## src/rtl/rtc_init_sequencer.sv

```systemverilog
// RTC power-up init sequencer: walks the init decoder table and runs one
// multiplexed ALE/WR bus write per entry.
module rtc_init_sequencer #(
  parameter int N_REGS    = 5,
  parameter int PHASE_CYC = 4
) (
  input  logic       clk,
  input  logic       reset,
  input  logic       start,
  output logic       busy,
  output logic       done,
  output logic [2:0] cuenta,
  output logic       a_d,
  output logic       en_n,
  output logic       c_s,
  output logic       cs_n,
  output logic       ale,
  output logic       wr_n,
  output logic       rd_n,
  output logic       bus_oe
);

  typedef enum logic [2:0] {
    IDLE, ADDR, AHOLD, DATA, RECOV, DONE
  } state_t;

  localparam logic [3:0] PH_LAST  = 4'(PHASE_CYC - 1);
  localparam logic [2:0] IDX_LAST = 3'(N_REGS - 1);

  state_t     state;
  state_t     nxt;
  logic [3:0] phase;
  logic       ph_end;
  logic       timed;

  // {busy, done, a_d, en_n, c_s, cs_n, ale, wr_n, bus_oe}
  function automatic logic [8:0] drive(input state_t s);
    case (s)
      ADDR:    return 9'b1_0_1_0_0_0_1_1_1;
      AHOLD:   return 9'b1_0_1_0_1_0_0_1_1;
      DATA:    return 9'b1_0_0_0_0_0_0_0_1;
      RECOV:   return 9'b1_0_0_0_1_1_0_1_0;
      DONE:    return 9'b0_1_1_1_0_1_0_1_0;
      default: return 9'b0_0_1_1_0_1_0_1_0;
    endcase
  endfunction

  assign ph_end = (phase == PH_LAST);
  assign timed  = (state == ADDR) || (state == DATA) ||
                  (state == RECOV);
  assign rd_n   = 1'b1;

  always_comb begin
    nxt = state;
    case (state)
      IDLE:  if (start) nxt = ADDR;
      ADDR:  if (ph_end) nxt = AHOLD;
      AHOLD: nxt = DATA;
      DATA:  if (ph_end) nxt = RECOV;
      RECOV:
        if (ph_end)
          nxt = (cuenta == IDX_LAST) ? DONE : ADDR;
      DONE:  nxt = IDLE;
      default: nxt = IDLE;
    endcase
  end

  // Outputs are loaded with the value of the state being entered.
  always_ff @(posedge clk) begin
    if (reset) begin
      state  <= IDLE;
      phase  <= '0;
      cuenta <= '0;
      {busy, done, a_d, en_n, c_s, cs_n, ale, wr_n, bus_oe}
        <= drive(IDLE);
    end else begin
      state <= nxt;
      phase <= (timed && nxt == state) ? phase + 4'd1 : 4'd0;
      if (state == IDLE && start)
        cuenta <= '0;
      else if (state == RECOV && nxt == ADDR)
        cuenta <= cuenta + 3'd1;
      {busy, done, a_d, en_n, c_s, cs_n, ale, wr_n, bus_oe}
        <= drive(nxt);
    end
  end

endmodule

```

## config.mk

```make
export PLATFORM = sky130hd
export DESIGN_NAME = rtc_init_sequencer
export DESIGN_NICKNAME = d
export VERILOG_FILES = /design/src/rtl/rtc_init_sequencer.sv
export SDC_FILE = /design/constraint.sdc
export NUM_CORES = 1
export LEC_CHECK = 0
export BUFFER_PORTS_ARGS = -buffer_cell sky130_fd_sc_hd__buf_4
export CORE_MARGIN = 3
export CORE_UTILIZATION = 52
export DETAILED_ROUTE_END_ITERATION = 16
export PLACE_DENSITY = 0.76
export SLEW_MARGIN = 20
export SYNTH_ARGS = -nofsm -noshare
export SYNTH_HDL_FRONTEND = slang
export SYNTH_SLANG_ARGS = --single-unit
```

## constraint.sdc

```tcl
create_clock -name clk -period 2.3 [get_ports clk]
set_input_delay 0.46 -clock clk [delete_from_list [all_inputs] [get_ports clk]]
set_output_delay 0.46 -clock clk [all_outputs]
set_load 0.05 [all_outputs]
```

==> impl_metrics.tcl, run 1 <==
set metrics [dict create \
    drv_slew 0 \
    hold_violations 0 \
    clk_latency_ns 0.29 \
    fin_nets 110 \
    skew_ns 0.00312 \
    critical_path.max_fanout 4 \
    synth_cell_types 32 \
    core-area_mm2 0.00140 \
    hp-class "primary input to register" \
    grt_start_max_net_pins 14 \
    reg_top3 "phase (4), cuenta (3), state (3)" \
    ctsResizeCount 0 \
    io_buffers 14 \
    drc 0 \
    setup_viol_count_final 0 \
    rsz0062_at_grt "false" \
    avgRoutedWirePerCell_um 12.4 \
    ff2ff_path_depth 5 \
    end_kind "register" \
    cts_buffers 3 \
    antenna_found_initial 0 \
    finalWeightedCongestion 0.774 \
    worstReg2RegStart "phase[0]" \
    start_util 0.597 \
    dieWidth_um 46.1 \
    period_share 0.847 \
    grt_usage 0.167 \
    syn_area_um2 836 \
    p_per_area_mw_per_mm2 596 \
    ys_seq_elements 19 \
    dpl.hpwl_um 1080 \
    tritoncts "built" \
    setup.worst_path.end "cs_n" \
    cap_violations 0 \
    syn-num-nets 94 \
    status "completed" \
    yosysSeqAreaShare 0.455 \
    path_clk_slew_ns 0.10 \
    worstPathArrival_ns 2.14 \
    r2r_end "cs_n" \
    post_cts_buffers 0 \
    syn_inst 88 \
    finalCriticalPeriod_ns 1.95 \
    hold_buffers 0 \
    drive_gt1_frac 0.252 \
    synthFlopType "dfxtp_1" \
    synth_edf_count 0 \
    startpoint "phase[0]" \
    globalRouteOverflowTotal 0 \
    ant_nets 0 \
    cts_max_level 1 \
    io_pins 16 \
    cts-root-buf "clkbuf_4" \
    dieArea_mm2 0.00212 \
    rows 13 \
    avgSynthCellArea_um2 9.50 \
    dpl-instance-area_um2 936 \
    setup_tns_ns 0 \
    synth_warnings 0 \
    worstPathRequired_ns 2.49 \
    cp-start-kind "register" \
    grt_pass1_vias 569 \
    firstDrtPassIters 4 \
    synth_top_area_cell "dfxtp_1" \
    largest_reg_flops 4 \
    ir_drop_uv 389 \
    design_area_um2 963 \
    netlist_top_cells_area "dfxtp_1 46%, nor2_1 5.8%, ha_1 4.5%" \
    grt_pass1_wl_um 2470 \
    crit_type "register to register" \
    clockBufferDepth 2 \
    yosysTopAreaCellShare 0.455 \
    fmax_mhz 514 \
    r2r_slack_ns 0.35 \
    chipHeight_um 46.1 \
    vias 652 \
    num_antenna_cells 0 \
    top_register "phase" \
    total_power_uw 574 \
    area.growth.synth_to_final_pct 15.3 \
    cts_sinks 19 \
    cellLeakagePower_nw 0.399 \
    wirelength_um 1470 \
    initialDrtViolationCount 2 \
    routed_via_density 5.53 \
    synthArstFlopShare 0 \
]
[placed cells by master (no fill, tap or decap), drive strengths merged, types with 2 or more instances in the layout]
cell type / count
o21a: 2
nand2: 3
dfxtp: 19
a31o: 2
xor2: 2
a21oi: 5
o21ai: 3
or3: 3
xnor2: 3
inv: 4
nor3: 4
nor3b: 2
nor2: 14
buf: 16
nand3: 3
ha: 3
clkbuf: 3
[metal layers]
| metal | vias to the layer above | share of wire | global-route usage |
|---|---|---|---|
| met5 | - | 0 | 0 |
| met2 | 12 | 0.45 | 0.242 |
| met4 | 0 | 0.018 | 0.102 |
| li1 | 332 | - | - |
| met1 | 304 | 0.48 | 0.217 |
| met3 | 4 | 0.046 | 0.0469 |
[cells by family (layout without fill, tap and decap cells)]
family / Yosys count / after routing / synth area share
XOR/XNOR: 5 / 5 / 0.0524
multiplexers: 1 / 1 / 0.0120
AO/OA/AOI/OAI: 15 / 15 / 0.138
AND/OR/NAND/NOR: 35 / 35 / 0.229
flip-flops: 19 / 19 / 0.455
other: 1 / 1 / 0.00449
adder cells (fa/ha/maj): 3 / 3 / 0.0449
buffers and inverters: 9 / 24 / 0.0644
[cell type report]
| type | instances | area (um2) |
|---|---|---|
| timing repair buffer | 16 | 120 |
| tap | 15 | 18.8 |
| inverter | 4 | 15.0 |
| clock buffer | 3 | 22.5 |
| fill | 111 | 435 |
| multi-input combinational | 60 | 402 |
| clock inverter | 1 | 5.00 |
| sequential | 19 | 380 |
[through the flow]
step           std cells  utilization  setup slack (ns)  hold slack [ns]
6_report             118        0.689             0.353            0.410
3_3_place_gp         114        0.669             0.391            0.431
3_5_place_dp         114        0.669             0.351            0.445
5_1_grt              118        0.689             0.268            0.406
4_1_cts              118        0.689             0.343            0.401
2_1_floorplan         88            -             0.426            0.418
[critical path, stage by stage (launching register included)]
cell and delay, ns:
dfxtp_1 0.37, ha_1 0.21, or4b_4 0.50, a221oi_4 0.35
nor2_2 0.07, or3_1 0.33
[power by group]
part	switching (mW)	internal [mW]	leakage, nW
Sequential	0.00535	0.338	0.155
Combinational	0.0450	0.0226	0.226
Clock	0.0985	0.0648	0.0177
Total	0.149	0.426	0.399
[Yosys cell counts, types with 2 or more instances]
cell and instances:
nand3_1 3, ha_1 3, inv_1 4, or3_1 3, nand2_1 3, a31o_2 2
o21ai_0 3, nor2_1 13, o21a_1 2, dfxtp_1 19, a21oi_1 5, buf_6 2
nor3_1 4, xnor2_1 3, xor2_1 2
[how the worst min path moves through the flow]
stage          startpoint       end  slack [ns]  depth (start not counted)
3_3_place_gp     phase[0]  phase[0]        0.43                          1
3_5_place_dp     phase[0]  phase[0]        0.44                          1
2_1_floorplan    phase[0]  phase[0]        0.42                          1
4_1_cts             reset  state[0]        0.40                          2
6_report            reset  state[0]        0.41                          2
5_1_grt             reset    bus_oe        0.41                          2
(Power assumes the default switching activity.)
==> inputs of run 2 (changes only) <==
CORE_UTILIZATION = 47   (was 52)
PLACE_DENSITY = 0.72   (was 0.76)
clock period = 1.64 ns   (was 2.3 ns; I/O delays follow)
==> impl_metrics.tcl, run 2 (synthesis gave the netlist of run 1 again) <==
set metrics [dict create \
    period_share 1.06 \
    grt_start_max_net_pins 14 \
    routed_via_density 4.96 \
    layout_setup_ws_ns -0.0953 \
    drive_gt1_frac 0.395 \
    cts_max_level 1 \
    antenna_found_initial 0 \
    core-area_mm2 0.00159 \
    clockBufferDepth 2 \
    globalRouteOverflowTotal 0 \
    rows 14 \
    total_power_uw 825 \
    ir_drop_uv 512 \
    num_antenna_cells 0 \
    hold_violations 0 \
    ant_nets 0 \
    design_area_mm2 0.00108 \
    p_per_area_mw_per_mm2 760 \
    worstPathRequired_ns 1.84 \
    vias 684 \
    largest_reg_flops 4 \
    grt_usage 0.171 \
    finalCriticalPeriod_ns 1.74 \
    cap_violations 0 \
    worstPathArrival_ns 1.94 \
    path_clk_slew_ns 0.11 \
    cp-start-kind "register" \
    skew_ns 0.0115 \
    drc 0 \
    crit_type "register to register" \
    cellLeakagePower_nw 0.459 \
    hp-class "primary input to register" \
    final_util 0.681 \
    dpl-instance-area_mm2 0.00102 \
    reg_top3 "phase (4), cuenta (3), state (3)" \
    status "finished with violations" \
    fin_nets 121 \
    path_cells "ha_4 > or4b_4 > a221oi_4 > nor2_2 > or3_1" \
    drv_slew 0 \
    critical_path.max_fanout 4 \
    cts_buffers 3 \
    final_common_cell "buf_4" \
    hold_slack_ns 0.276 \
    setup_tns_ns -0.234 \
    violations "negative setup slack" \
    holdPathStages 2 \
    fmax_mhz 576 \
    tritoncts "built" \
    final_cell_mix "27 x buf_4, 15 x dfxtp_1, 13 x nor2_1" \
    grt_pass1_wl_um 2680 \
    dpl.hpwl_um 1190 \
    area.growth.synth_to_final_pct 29.8 \
    start_util 0.524 \
    cts_sinks 19 \
    dieWidth_um 48.2 \
    dieArea_mm2 0.00232 \
    rsz0062_at_grt "true" \
    ff2ff_path_depth 5 \
    slowest_delay_ns 0.48 \
    wirelength_um 1650 \
    clk_latency_ns 0.30 \
    cts-root-buf "clkbuf_4" \
    finalWeightedCongestion 0.773 \
    top_register "phase" \
    end_kind "register" \
    grt_pass1_vias 617 \
    firstDrtPassIters 4 \
    avgRoutedWirePerCell_um 12.0 \
    setup_viol_count_final 3 \
    io_pins 16 \
    cp_slowest_cell "or4b_4" \
    io_buffers 14 \
    initialDrtViolationCount 12 \
    chipHeight_um 48.2 \
]
run 2: worst paths after layout:
path / startpoint / end / slack (ns)
setup / recovery: phase[1] / cs_n / -0.1
hold / removal: reset / state[0] / 0.28
setup reg to reg: phase[1] / cs_n / -0.1
hold reg to reg: phase[0] / phase[0] / 0.53
run 2: power breakdown:
group / total (mW) / internal [mW] / switching (mW)
sequential: 0.481 / 0.475 / 0.00646
clock: 0.235 / 0.0911 / 0.144
combinational: 0.108 / 0.0400 / 0.0684
run 2: critical path, delay by kind of cell, from the launching register on:
| family | cells | cell delay (ns) |
|---|---|---|
| flops | 1 | 0.36 |
| compound gates | 1 | 0.31 |
| fa+ha+maj | 1 | 0.14 |
| simple gates | 3 | 0.83 |
run 2: repair_timing:
action / in CTS / in global routing
pin swaps: 5 / 3
gates resized for setup: 2 / 2
buffers inserted: 2 / 1
setup endpoints to repair: 3 / 6
hold buffers: 0 / 0
run 2: through the flow:
step           setup WS [ns]  instances
6_report             -0.0953        138
5_1_grt               -0.173        138
4_1_cts               -0.144        137
3_5_place_dp          -0.184        131
3_3_place_gp          -0.163        131
2_1_floorplan         -0.123         88
run 2: final cells by class:
class,instances,area [um2]
fillers,131,509
multi-input cells,60,424
flip-flops and latches,19,385
repair buffers,27,203
well taps,24,30.0
clock buffers,3,22.5
inverters,4,15.0
clock inverters,1,5.00
run 2: per-layer routing:
| metal | global-route usage | vias to the layer above | routed length (um) |
|---|---|---|---|
| met5 | 0 | - | 0 |
| met4 | 0.118 | 0 | 44 |
| met3 | 0.0517 | 8 | 77 |
| met2 | 0.234 | 21 | 741 |
| met1 | 0.226 | 302 | 788 |
| li1 | - | 353 | - |
==> inputs of run 3 (changes only) <==
GPL_TIMING_DRIVEN = 0   (was not set)
TNS_END_PERCENT = 1   (was not set)
==> impl_metrics.tcl, run 3 (synthesis gave the netlist of run 1 again) <==
set metrics [dict create \
    io_pins 16 \
    drc 0 \
    drv_slew 0 \
    status "finished with violations" \
    fmax_mhz 561 \
    cts_max_level 1 \
    rows 14 \
    dpl.hpwl_um 1180 \
    grt_usage 0.160 \
    top_layer_used "met4" \
    violations "negative setup slack" \
    path_cells "ha_4 > or4b_4 > a221oi_4 > nor2_2 > or3_1" \
    worstPathRequired_ns 1.82 \
    seq_area_um2 388 \
    path_clk_slew_ns 0.10 \
    cts-root-buf "clkbuf_4" \
    ant_nets 0 \
    cap_violations 0 \
    dieArea_mm2 0.00232 \
    fin_nets 118 \
    end_kind "register" \
    reg_top3 "phase (4), cuenta (3), state (3)" \
    cp_slowest_cell "or4b_4" \
    finalCriticalPeriod_ns 1.78 \
    worstPathArrival_ns 1.96 \
    final_common_cell "buf_4" \
    p_comb_frac 0.135 \
    globalRouteOverflowTotal 0 \
    multi_input_area_um2 450 \
    wl_met1_um 706 \
    switching_share 0.260 \
    clk_latency_ns 0.29 \
    final_util 0.686 \
    chipHeight_um 48.2 \
    finalWeightedCongestion 0.711 \
    p_per_area_mw_per_mm2 753 \
    top_register "phase" \
    hold_buffers 0 \
    core-area_mm2 0.00159 \
    pwr-share-clk 0.281 \
    layout_setup_ws_ns -0.143 \
    cp-start-kind "register" \
    vias 695 \
    fillers 127 \
    tritoncts "built" \
    setup_tns_ns -0.439 \
    wirelength_um 1670 \
    area.growth.synth_to_final_pct 30.8 \
    cts_buffers 3 \
    setup_viol_count_final 5 \
    worst-path-buf-inv 0 \
    hp-class "primary input to register" \
    cts_sinks 19 \
    slowest_delay_ns 0.48 \
    num_antenna_cells 0 \
    grt_pass1_vias 603 \
    rsz0062_at_grt "true" \
    tightest_slew_ns 0.526 \
    antenna_found_initial 0 \
    io_buffers 14 \
    switching_power_uw 214 \
    largest_reg_flops 4 \
    skew_ns 0.00454 \
    grt_pass1_wl_um 2620 \
    critical_path.max_fanout 4 \
    grt_start_max_net_pins 11 \
    crit_family "simple AND/OR/NAND/NOR gates" \
    relSlewSlack 0.649 \
    period_share 1.09 \
    wl_met2_um 834 \
    hold_violations 0 \
    dieWidth_um 48.2 \
    power.internal_uw 610 \
    clockBufferDepth 2 \
    crit_type "register to register" \
    initialDrtViolationCount 9 \
    avgRoutedWirePerCell_um 12.3 \
    cellLeakagePower_nw 0.436 \
    start_util 0.524 \
    routed_via_density 5.15 \
    pwr-share-seq 0.584 \
    dr_wl_met3_um 106 \
    final_cell_mix "21 x buf_4, 15 x dfxtp_1, 13 x nor2_1, 4 x inv_1" \
    drive_gt1_frac 0.378 \
    firstDrtPassIters 5 \
    ir_drop_uv 496 \
]
==> run 3: routing by layer <==
layer | up-vias | track usage
met3 | 4 | 0.0406
li1 | 347 | -
met5 | - | 0
met1 | 317 | 0.206
met4 | 0 | 0.0591
met2 | 27 | 0.255
==> run 3: cell type report <==
type,count,area share
tap,24,0.0275
clock buffer,4,0.0240
sequential,19,0.355
buffer,5,0.0378
inverter,4,0.0137
multi-input combinational,60,0.412
timing repair buffer,19,0.130
==> run 3: per-stage QoR <==
| stage | hold WS [ns] | setup slack, ns | instance area (um2) | instances | power [mW] |
|---|---|---|---|---|---|
| 5_1_grt | 0.254 | -0.187 | 1090 | 135 | 0.859 |
| 4_1_cts | 0.250 | -0.151 | 1050 | 134 | 0.825 |
| 6_report | 0.259 | -0.143 | 1090 | 135 | 0.824 |
| 2_1_floorplan | 0.420 | -0.123 | 853 | 88 | 0.564 |
| 3_3_place_gp | 0.428 | -0.188 | 988 | 126 | 0.590 |
| 3_5_place_dp | 0.438 | -0.205 | 988 | 126 | 0.592 |
==> run 3: worst paths after layout <==
check / from / endpoint / slack [ns] / cells past startpoint
setup / recovery: phase[1] / cs_n / -0.14 / 5
hold / removal: reset / cs_n / 0.26 / 2
setup reg to reg: phase[1] / cs_n / -0.14 / 5
hold reg to reg: cuenta[1] / cuenta[1] / 0.53 / 2
==> run 3: power groups by stage <==
stage | clock network [mW] | logic (mW) | registers, mW
3_3_place_gp | 0 | 0.0971 | 0.492
6_report | 0.232 | 0.111 | 0.481
3_5_place_dp | 0 | 0.0990 | 0.493
4_1_cts | 0.235 | 0.107 | 0.482
5_1_grt | 0.258 | 0.119 | 0.482
2_1_floorplan | 0 | 0.0399 | 0.524
==> run 3: timing repair <==
| action | 4_1_cts | 5_1_grt |
|---|---|---|
| gates cloned | 0 | 0 |
| pin swaps | 5 | 4 |
| gates resized for setup | 2 | 10 |
| setup endpoints to repair | 4 | 7 |
| buffers inserted | 4 | 1 |
